==> config.mk <==
export PLATFORM = sky130hd
export DESIGN_NAME = app_line_echo
export DESIGN_NICKNAME = d
export VERILOG_FILES = /design/src/rtl/app_line_echo.sv
export SDC_FILE = /design/constraint.sdc
export NUM_CORES = 1
export LEC_CHECK = 0
export ABC_CLOCK_PERIOD_IN_PS = 3400
export CAP_MARGIN = 10
export CELL_PAD_IN_SITES_DETAIL_PLACEMENT = 0
export CELL_PAD_IN_SITES_GLOBAL_PLACEMENT = 1
export CORE_MARGIN = 5
export CORE_UTILIZATION = 55
export CTS_CLUSTER_DIAMETER = 120
export DETAILED_ROUTE_END_ITERATION = 10
export GPL_ROUTABILITY_DRIVEN = 0
export PLACE_DENSITY_LB_ADDON = 0.2
export SYNTH_ARGS = -nofsm -noshare
export SYNTH_HDL_FRONTEND = slang
export SYNTH_SLANG_ARGS = --single-unit
export TNS_END_PERCENT = 30
==> constraint.sdc <==
create_clock -name app_clk_i -period 3.4 [get_ports app_clk_i]
set_clock_uncertainty 0.1 [all_clocks]
set_input_delay 0.51 -clock app_clk_i [delete_from_list [all_inputs] [get_ports app_clk_i]]
set_output_delay 0.51 -clock app_clk_i [all_outputs]
set_load 0.05 [all_outputs]
==> src/rtl/app_line_echo.sv <==
// app_line_echo
//   Application-side console front-end for the CDC bulk path. Bytes arriving
//   on the OUT stream are collected into a local line buffer. When a CR or LF
//   terminator arrives, or the buffer fills, the buffered line is sent back on
//   the IN stream followed by CR LF. An LF that directly follows a CR
//   terminator is swallowed, so CR LF input produces a single echo.
//
// Ports
//   app_clk_i    application clock (rising edge)
//   rstn         asynchronous active-low reset
//   out_data_i   OUT byte             out_valid_i  OUT byte valid
//   out_ready_o  OUT byte accept (registered; high only while collecting)
//   in_data_o    IN byte              in_valid_o   IN byte valid (registered)
//   in_ready_i   IN byte consumed when in_valid_o is high
//   line_cnt_o   number of lines echoed, wraps at 16 bits
//   busy_o       high while not collecting (echo in progress)
module app_line_echo #(
  parameter int LINE_MAX  = 64,
  parameter bit UPPERCASE = 1'b0
) (
  input  logic        app_clk_i,
  input  logic        rstn,
  input  logic [7:0]  out_data_i,
  input  logic        out_valid_i,
  output logic        out_ready_o,
  output logic [7:0]  in_data_o,
  output logic        in_valid_o,
  input  logic        in_ready_i,
  output logic [15:0] line_cnt_o,
  output logic        busy_o
);

  localparam int PTR_W  = $clog2(LINE_MAX + 1);
  localparam int ADDR_W = (LINE_MAX > 1) ? $clog2(LINE_MAX) : 1;
  localparam logic [PTR_W-1:0] PTR_FULL = PTR_W'(LINE_MAX);
  localparam logic [7:0] CHR_CR = 8'h0D;
  localparam logic [7:0] CHR_LF = 8'h0A;

  typedef enum logic [2:0] {
    ST_RX,
    ST_LOAD,
    ST_SEND,
    ST_CR,
    ST_LF
  } state_t;

  state_t            state;
  logic [PTR_W-1:0]  wr_ptr;
  logic [PTR_W-1:0]  rd_ptr;
  logic              last_cr;

  logic [7:0]        line_buf [LINE_MAX];

  logic              out_acc;
  logic              in_acc;
  logic              is_term;
  logic              lf_drop;
  logic              wr_en;
  logic [7:0]        wr_byte;
  logic [PTR_W-1:0]  wr_ptr_nxt;
  logic [PTR_W-1:0]  rd_ptr_nxt;
  logic [ADDR_W-1:0] wr_addr;
  logic [ADDR_W-1:0] rd_addr;

  function automatic logic [7:0] map_case(input logic [7:0] b);
    if (UPPERCASE && (b >= 8'h61) && (b <= 8'h7A)) begin
      return b - 8'h20;
    end
    return b;
  endfunction

  assign out_acc    = (state == ST_RX) && out_valid_i && out_ready_o;
  assign in_acc     = in_valid_o && in_ready_i;
  assign is_term    = (out_data_i == CHR_CR) || (out_data_i == CHR_LF);
  // LF completing a CR LF pair on an otherwise empty line is not a new line.
  assign lf_drop    = (out_data_i == CHR_LF) && (wr_ptr == '0) && last_cr;
  assign wr_en      = out_acc && !is_term;
  assign wr_byte    = map_case(out_data_i);
  assign wr_ptr_nxt = wr_ptr + 1'b1;
  assign rd_ptr_nxt = rd_ptr + 1'b1;
  // Writes only happen while wr_ptr < LINE_MAX, so the low bits address the buffer.
  assign wr_addr    = wr_ptr[ADDR_W-1:0];
  assign rd_addr    = rd_ptr[ADDR_W-1:0];

  // Line storage: plain synchronous RAM, contents are never reset.
  always_ff @(posedge app_clk_i) begin
    if (wr_en) begin
      line_buf[wr_addr] <= wr_byte;
    end
  end

  always_ff @(posedge app_clk_i or negedge rstn) begin
    if (!rstn) begin
      state       <= ST_RX;
      wr_ptr      <= '0;
      rd_ptr      <= '0;
      last_cr     <= 1'b0;
      out_ready_o <= 1'b0;
      in_valid_o  <= 1'b0;
      in_data_o   <= 8'h00;
      line_cnt_o  <= 16'h0000;
      busy_o      <= 1'b0;
    end else begin
      case (state)
        ST_RX: begin
          out_ready_o <= 1'b1;
          if (out_acc) begin
            if (lf_drop) begin
              last_cr <= 1'b0;
            end else if (is_term) begin
              last_cr     <= (out_data_i == CHR_CR);
              out_ready_o <= 1'b0;
              busy_o      <= 1'b1;
              if (wr_ptr != '0) begin
                state <= ST_LOAD;
              end else begin
                // Empty line: go straight to the CR LF trailer.
                state      <= ST_CR;
                in_data_o  <= CHR_CR;
                in_valid_o <= 1'b1;
              end
            end else begin
              last_cr <= 1'b0;
              wr_ptr  <= wr_ptr_nxt;
              // Full buffer: flush it as a complete line.
              if (wr_ptr_nxt == PTR_FULL) begin
                state       <= ST_LOAD;
                out_ready_o <= 1'b0;
                busy_o      <= 1'b1;
              end
            end
          end
        end
        ST_LOAD: begin
          in_data_o  <= line_buf[rd_addr];
          in_valid_o <= 1'b1;
          state      <= ST_SEND;
        end
        ST_SEND: begin
          if (in_acc) begin
            rd_ptr <= rd_ptr_nxt;
            if (rd_ptr_nxt == wr_ptr) begin
              state      <= ST_CR;
              in_data_o  <= CHR_CR;
              in_valid_o <= 1'b1;
            end else begin
              state      <= ST_LOAD;
              in_valid_o <= 1'b0;
            end
          end
        end
        ST_CR: begin
          if (in_acc) begin
            state     <= ST_LF;
            in_data_o <= CHR_LF;
          end
        end
        ST_LF: begin
          if (in_acc) begin
            state       <= ST_RX;
            in_valid_o  <= 1'b0;
            line_cnt_o  <= line_cnt_o + 16'h0001;
            wr_ptr      <= '0;
            rd_ptr      <= '0;
            busy_o      <= 1'b0;
            out_ready_o <= 1'b1;
          end
        end
        default: begin
          state <= ST_RX;
        end
      endcase
    end
  end

endmodule

==> summary.txt, run 1 <==
status - finished, final reports clean
post-synthesis sequential area ratio - 74.5%
worst path required time - 3740 ps
IO Pins - 39
multi-input logic area - 0.00533 mm2
Synth top area share - 69.4%
Final Power - 18.9 mW
prevailing post-synth register cell - edfxtp_1
most frequent cells in the layout - edfxtp_1, mux4_2, buf_4, nor2_1, clkbuf_16
Clock Tree Buf Depth - 3
LEAKAGE - 8.50 nW
hold path start - out_data_i[1]
Cell Area, Synth - 0.0221 mm2
hold_buf cts - 1
Initial Util - 55.6%
clk_lat worst skew - 590 ps
initial antenna violation count - 1
GRT overflow - 0
Core Region - 0.0398 mm2
Pre-Repair DR Iteration Count - 5
largest net degree at the start of global routing - 65
GRT busiest layer - met1
Compound-Gate Fraction of Synth Area - 2.61%
minimum clock period - 3220 ps
RSZ-0062 raised after global routing - no
fmax - 310 MHz
DIE AREA - 0.0444 mm2
maximum vdd ir drop - 0.000485 V
vias per cell - 6.22
detailed-route via count - 11,346
WL/cell - 28.0 um
combinational family with the most area after synthesis - multiplexers
largest area contributor in the netlist - edfxtp_1
slew margin rel. - 28.7%
post-synthesis adder-cell area fraction - 0.226%
post-synthesis cell count - 1,096
EDFF count, synth - 512
share of cells above drive strength 1 - 29.6%
Power Dens Cells - 733 mW/mm2
Worst setup EP type - register
# DRC - 0
CTS Sinks - 557
most common cell after layout, fill and taps aside - edfxtp_1
Resized cells post-CTS - 0
clock transition at the registers of the reported paths - 60 ps
crit path DAT - 3560 ps
Setup Buffers After CTS - 0
HPWL after DPL - 32,900 um
number of synthesized register bits - 557
FF+latch area - 0.0165 mm2
DRT Wirelength - 51,100 um
Placement Rows - 73
WHS Endpoint - line_buf[9][1]
CTS Buf Count - 54
crit-path max FO - 17
Die H - 211 um
Hold Path Class - in2reg
first-pass GRT wire length - 76,600 um
Setup crit start kind - register
setup TNS - 0 ps
mux contribution to synthesized area - 15.9%
MaxCap Viol Count - 0
post-synthesis xor/xnor area fraction - 1.19%
CTS tree - built
GRT met3 Usage - 3.95%
Crit Path Category - reg2reg
ANT nets after route - 0
final core utilization - 64.7%
Area contributors post-synth - edfxtp_1, mux4_2, dfrtp_1
Final Hold Vio Count - 0
Synth Area in Simple Gates - 4.14%
Avg Cell Area, Syn - 20.2 um2
grt met2 use - 36.1%
# placed instances - 1,723
synth-to-layout area growth - 16.4%
hold_ws - 207 ps
syn_nets - 1,112
htree depth - 2
GR Util met1 - 36.6%
root buffer cell - clkbuf_16
pins over their slew limit - 0
global-route usage over all layers - 23.4%
R2R setup slack - 180 ps
ys async rst share - 8.08%
Reg-to-Reg Start - rd_ptr[0]
Syn. warnings - 0
reg2reg end - in_data_o[2]
Hold Path Stages - 1
Chip Width - 211 um
Fillers - 2,726
Layout Nets - 1,271
Final Instance Count excl. Fillers - 1,824
n_diodes - 0
R2R cell count - 8
share of the cycle needed by the critical path after routing - 94.8%
Tightest Pin Transition - 1070 ps
starting DRC count in detailed routing - 1,220
I/O Buffers - 38
final number of setup-violating endpoints - 0
Yosys cell types - 58
vias in the first global route - 11,314
registers in the layout (all words and copies together) (netlist names):
| register | count |
|---|---|
| last_cr | 1 |
| busy_o | 1 |
| rd_ptr | 7 |
| line_cnt_o | 16 |
| wr_ptr | 7 |
| in_data_o | 8 |
| state | 3 |
| line_buf | 512 |
| out_ready_o | 1 |
| in_valid_o | 1 |
where the power goes:
group          internal (mW)  switching (mW)  leakage [nW]
Combinational           2.18            2.39          2.38
Sequential              7.65           0.305          5.19
Clock                   3.86            2.50         0.929
Total                   13.7            5.20          8.50
synth_stat cells, drive strengths merged, types with 2 or more instances:
| master | number |
|---|---|
| a211o | 5 |
| a211oi | 3 |
| a21boi | 3 |
| a21oi | 10 |
| a221oi | 6 |
| a22o | 7 |
| a22oi | 8 |
| a31oi | 2 |
| and2 | 3 |
| and3 | 4 |
| buf | 34 |
| clkbuf | 23 |
| dfrtp | 45 |
| edfxtp | 512 |
| ha | 4 |
| inv | 7 |
| mux2 | 4 |
| mux2i | 12 |
| mux4 | 149 |
| nand2 | 27 |
| nand2b | 3 |
| nand3 | 23 |
| nand3b | 3 |
| nand4 | 3 |
| nor2 | 97 |
| nor2b | 7 |
| nor3 | 6 |
| nor4 | 5 |
| o21ai | 18 |
| o22ai | 2 |
| o31ai | 6 |
| o41ai | 3 |
| or2 | 2 |
| or3 | 3 |
| or3b | 4 |
| xnor2 | 17 |
| xor2 | 13 |
metrics by stage:
step / setup slack (ps) / area [um2]
after floorplan: 377 / 22100
after global placement: -121 / 23900
after detailed placement: -126 / 23900
after CTS: 192 / 25800
after global routing: 15.7 / 25800
final: 175 / 25800
cells by family after synthesis:
kind of cell,count (synthesis)
compound gates,81
xor+xnor,30
fa+ha+maj,4
buf+inv,64
flops,557
mux,165
simple gates,195
routing by layer:
layer / share of wire, % / vias to the layer above
met3: 7.8 / 58
met5: 0.025 / -
met1: 43 / 5985
li1: - / 4810
met4: 1.5 / 2
met2: 48 / 491
critical path: stages, from the launching register on:
cell,delay (ps)
dfrtp_4,690
buf_12,250
buf_4,220
mux4_2,500
a22o_1,220
a221oi_1,340
nor3_1,120
o31ai_1,490
nand3_1,140
how the worst max path moves through the flow:
stage,start,end,slack (ps),cells after the start
after floorplan,out_ready_o,line_buf[58][0],380,6
after global placement,out_valid_i,line_buf[19][2],-120,8
after detailed placement,out_valid_i,line_buf[19][0],-130,8
after CTS,rd_ptr[0],in_data_o[2],190,8
after global routing,state[2],line_buf[19][3],20,6
final,rd_ptr[0],in_data_o[2],180,8
area by class of cell:
| class | instances | share of cell area [%] |
|---|---|---|
| repair buffers | 160 | 5.20 |
| well taps | 525 | 2.55 |
| multi-input cells | 475 | 20.7 |
| clock inverters | 35 | 1.79 |
| inverters | 7 | 0.102 |
| clock buffers | 65 | 5.60 |
| flip-flops and latches | 557 | 64.1 |
No activity file was read; power rests on OpenSTA's default activity.
==> run 2: changes to the inputs <==
--- a/config.mk
+++ b/config.mk
@@ -14,6 +14,7 @@
 export CTS_CLUSTER_DIAMETER = 120
 export DETAILED_ROUTE_END_ITERATION = 10
 export GPL_ROUTABILITY_DRIVEN = 0
+export GPL_TIMING_DRIVEN = 0
 export PLACE_DENSITY_LB_ADDON = 0.2
 export SYNTH_ARGS = -nofsm -noshare
 export SYNTH_HDL_FRONTEND = slang
==> run 2 against run 1 <==
Net effect:
- count of clock-buffer cells in the layout decreased by 3
- clock power shrank 8.0%
- highest routed layer is now met4
- non-clock buffer count is 54 lower
==> summary.txt, run 2 (same netlist as run 1, synthesis figures left out) <==
status - finished, final reports clean
clk_lat worst skew - 610 ps
crit path DAT - 3760 ps
Worst path slowest cell - clkdlybuf4s15_1
slew margin rel. - 26.7%
Crit path top cell by count - mux4_2
crit-path cells - buf_2, clkdlybuf4s15_1, mux4_2, mux4_2, mux2i_1, nor2_1, a211o_1
CTS tree - built
final number of setup-violating endpoints - 0
Layout Nets - 1,218
Hold Path Class - in2async
I/O Buffers - 38
Reg-to-Reg Start - rd_ptr[1]
final core utilization - 64.3%
max reg flops - 512
Sw Pwr - 5.75 mW
HPWL after DPL - 35,300 um
share of the cycle needed by the critical path after routing - 99.3%
LEAKAGE - 8.06 nW
Critical Path Sink - in_data_o[4]
R2R cell count - 7
Tightest Pin Transition - 1100 ps
Setup Buffers After CTS - 0
Comb pwr share - 28.0%
Internal - 13.1 mW
Crit Path Category - reg2reg
root buffer cell - clkbuf_16
clock transition at the registers of the reported paths - 60 ps
detailed-route via count - 11,419
Initial Util - 55.6%
first-pass GRT wire length - 78,300 um
synth-to-layout area growth - 15.6%
starting DRC count in detailed routing - 1,528
Core Region - 0.0398 mm2
DIE AREA - 0.0444 mm2
maximum vdd ir drop - 0.000425 V
ANT nets after route - 0
Sw Ratio - 30.5%
most frequent cells in the layout - edfxtp_1, mux4_2, clkbuf_16, nor2_4, dfrtp_1
Power Dens Cells - 738 mW/mm2
# DRC - 0
CTS Sinks - 557
most common cell after layout, fill and taps aside - edfxtp_1
vias per cell - 6.45
RSZ-0062 raised after global routing - yes
multi-input logic area - 0.00582 mm2
Placement Rows - 73
initial antenna violation count - 0
FF+latch area - 0.0165 mm2
largest net degree at the start of global routing - 57
DP Area - 0.0233 mm2
Worst Setup SP - rd_ptr[1]
Fillers - 2,729
worst path required time - 3780 ps
Clock Tree Buf Depth - 3
fmax - 296 MHz
Largest Register - line_buf
# placed instances - 1,669
Chip Width - 211 um
share of cells above drive strength 1 - 29.0%
top flop regs - line_buf: 512 flops, line_cnt_o: 16 flops, in_data_o: 8 flops
slowest stage delay, CP - 850 ps
Die H - 211 um
pins over their slew limit - 0
cell area after layout - 0.0256 mm2
register share of total power - 41.1%
IO Pins - 39
DRT Wirelength - 53,700 um
n_diodes - 0
crit-path max FO - 10
Worst setup EP type - register
vias in the first global route - 11,270
GRT overflow - 0
htree depth - 2
WL/cell - 30.3 um
R2R setup slack - 20 ps
reg2reg end - in_data_o[4]
MaxCap Viol Count - 0
Setup crit start kind - register
minimum clock period - 3380 ps
Clock Power Share - 31.0%
Pre-Repair DR Iteration Count - 5
Final Power - 18.9 mW
CTS Buf Count - 55
global-route usage over all layers - 24.7%
Final Hold Vio Count - 0
Final Instance Count excl. Fillers - 1,771
## run 2: cell count changes in the layout (fill, tap and decap cells not counted), sizes merged
cell and delta:
clkbuf +24, clkdlybuf4s15 +2, buf -83, clkinvlp -4
bufinv -7, clkinv +15
## run 2: repair_timing
action	CTS	global route
pin swaps	0	0
endpoints found under the setup margin	515	517
gates resized for setup	110	38
hold buffers	1	0
hold endpoints to repair	45	0
## run 2: routing by layer
| metal | up-vias | wire length, um | track usage [%] |
|---|---|---|---|
| li1 | 4721 | - | - |
| met1 | 6060 | 22100 | 37.1 |
| met2 | 548 | 25500 | 37.6 |
| met3 | 90 | 4480 | 4.34 |
| met4 | 0 | 1670 | 8.38 |
| met5 | - | 0 | 0 |
## run 2: power by group through the flow
stage	registers (mW)	logic, mW	clock network [mW]
global placement	7.91	5.07	0
finish	7.76	5.28	5.85
CTS	7.75	5.21	5.93
global route	7.77	5.52	6.22
detailed placement	7.89	5.12	0
floorplan	8.06	3.10	0
## run 2: how the worst min path moves through the flow
stage | startpoint | end | slack, ps | cells after the start
floorplan | rstn | busy_o | 110 | 0
global placement | line_cnt_o[15] | line_cnt_o[15] | 360 | 1
detailed placement | rstn | line_cnt_o[14] | 280 | 1
CTS | out_data_i[4] | line_buf[17][4] | 160 | 1
global route | out_data_i[4] | line_buf[17][4] | 170 | 1
finish | rstn | line_cnt_o[12] | 200 | 2
## run 2: critical path: cells and delay by family (launching register included)
family | cells | cell delay, ps
AOI/OAI and AO/OA | 1 | 230
DFF | 1 | 420
muxes | 3 | 1270
buffers and inverters | 2 | 1130
and+or+nand+nor | 1 | 90
## run 2: final cells by class
| cell class | count | share of cell area, % |
|---|---|---|
| plain buffers | 57 | 1.27 |
| inverters | 7 | 0.103 |
| flip-flops and latches | 557 | 64.5 |
| multi-input cells | 475 | 22.7 |
| well taps | 525 | 2.57 |
| clock buffers | 62 | 5.56 |
| clock inverters | 39 | 1.20 |
| repair buffers | 49 | 2.10 |
## run 2: through the flow
stage	setup slack [ps]	TNS (ps)	hold slack, ps
floorplan	377	0	114
global placement	-2650	-1270490	363
detailed placement	-1470	-639380	284
CTS	-205	-25430	160
global route	-8.29	-8.29	174
finish	23.5	0	195
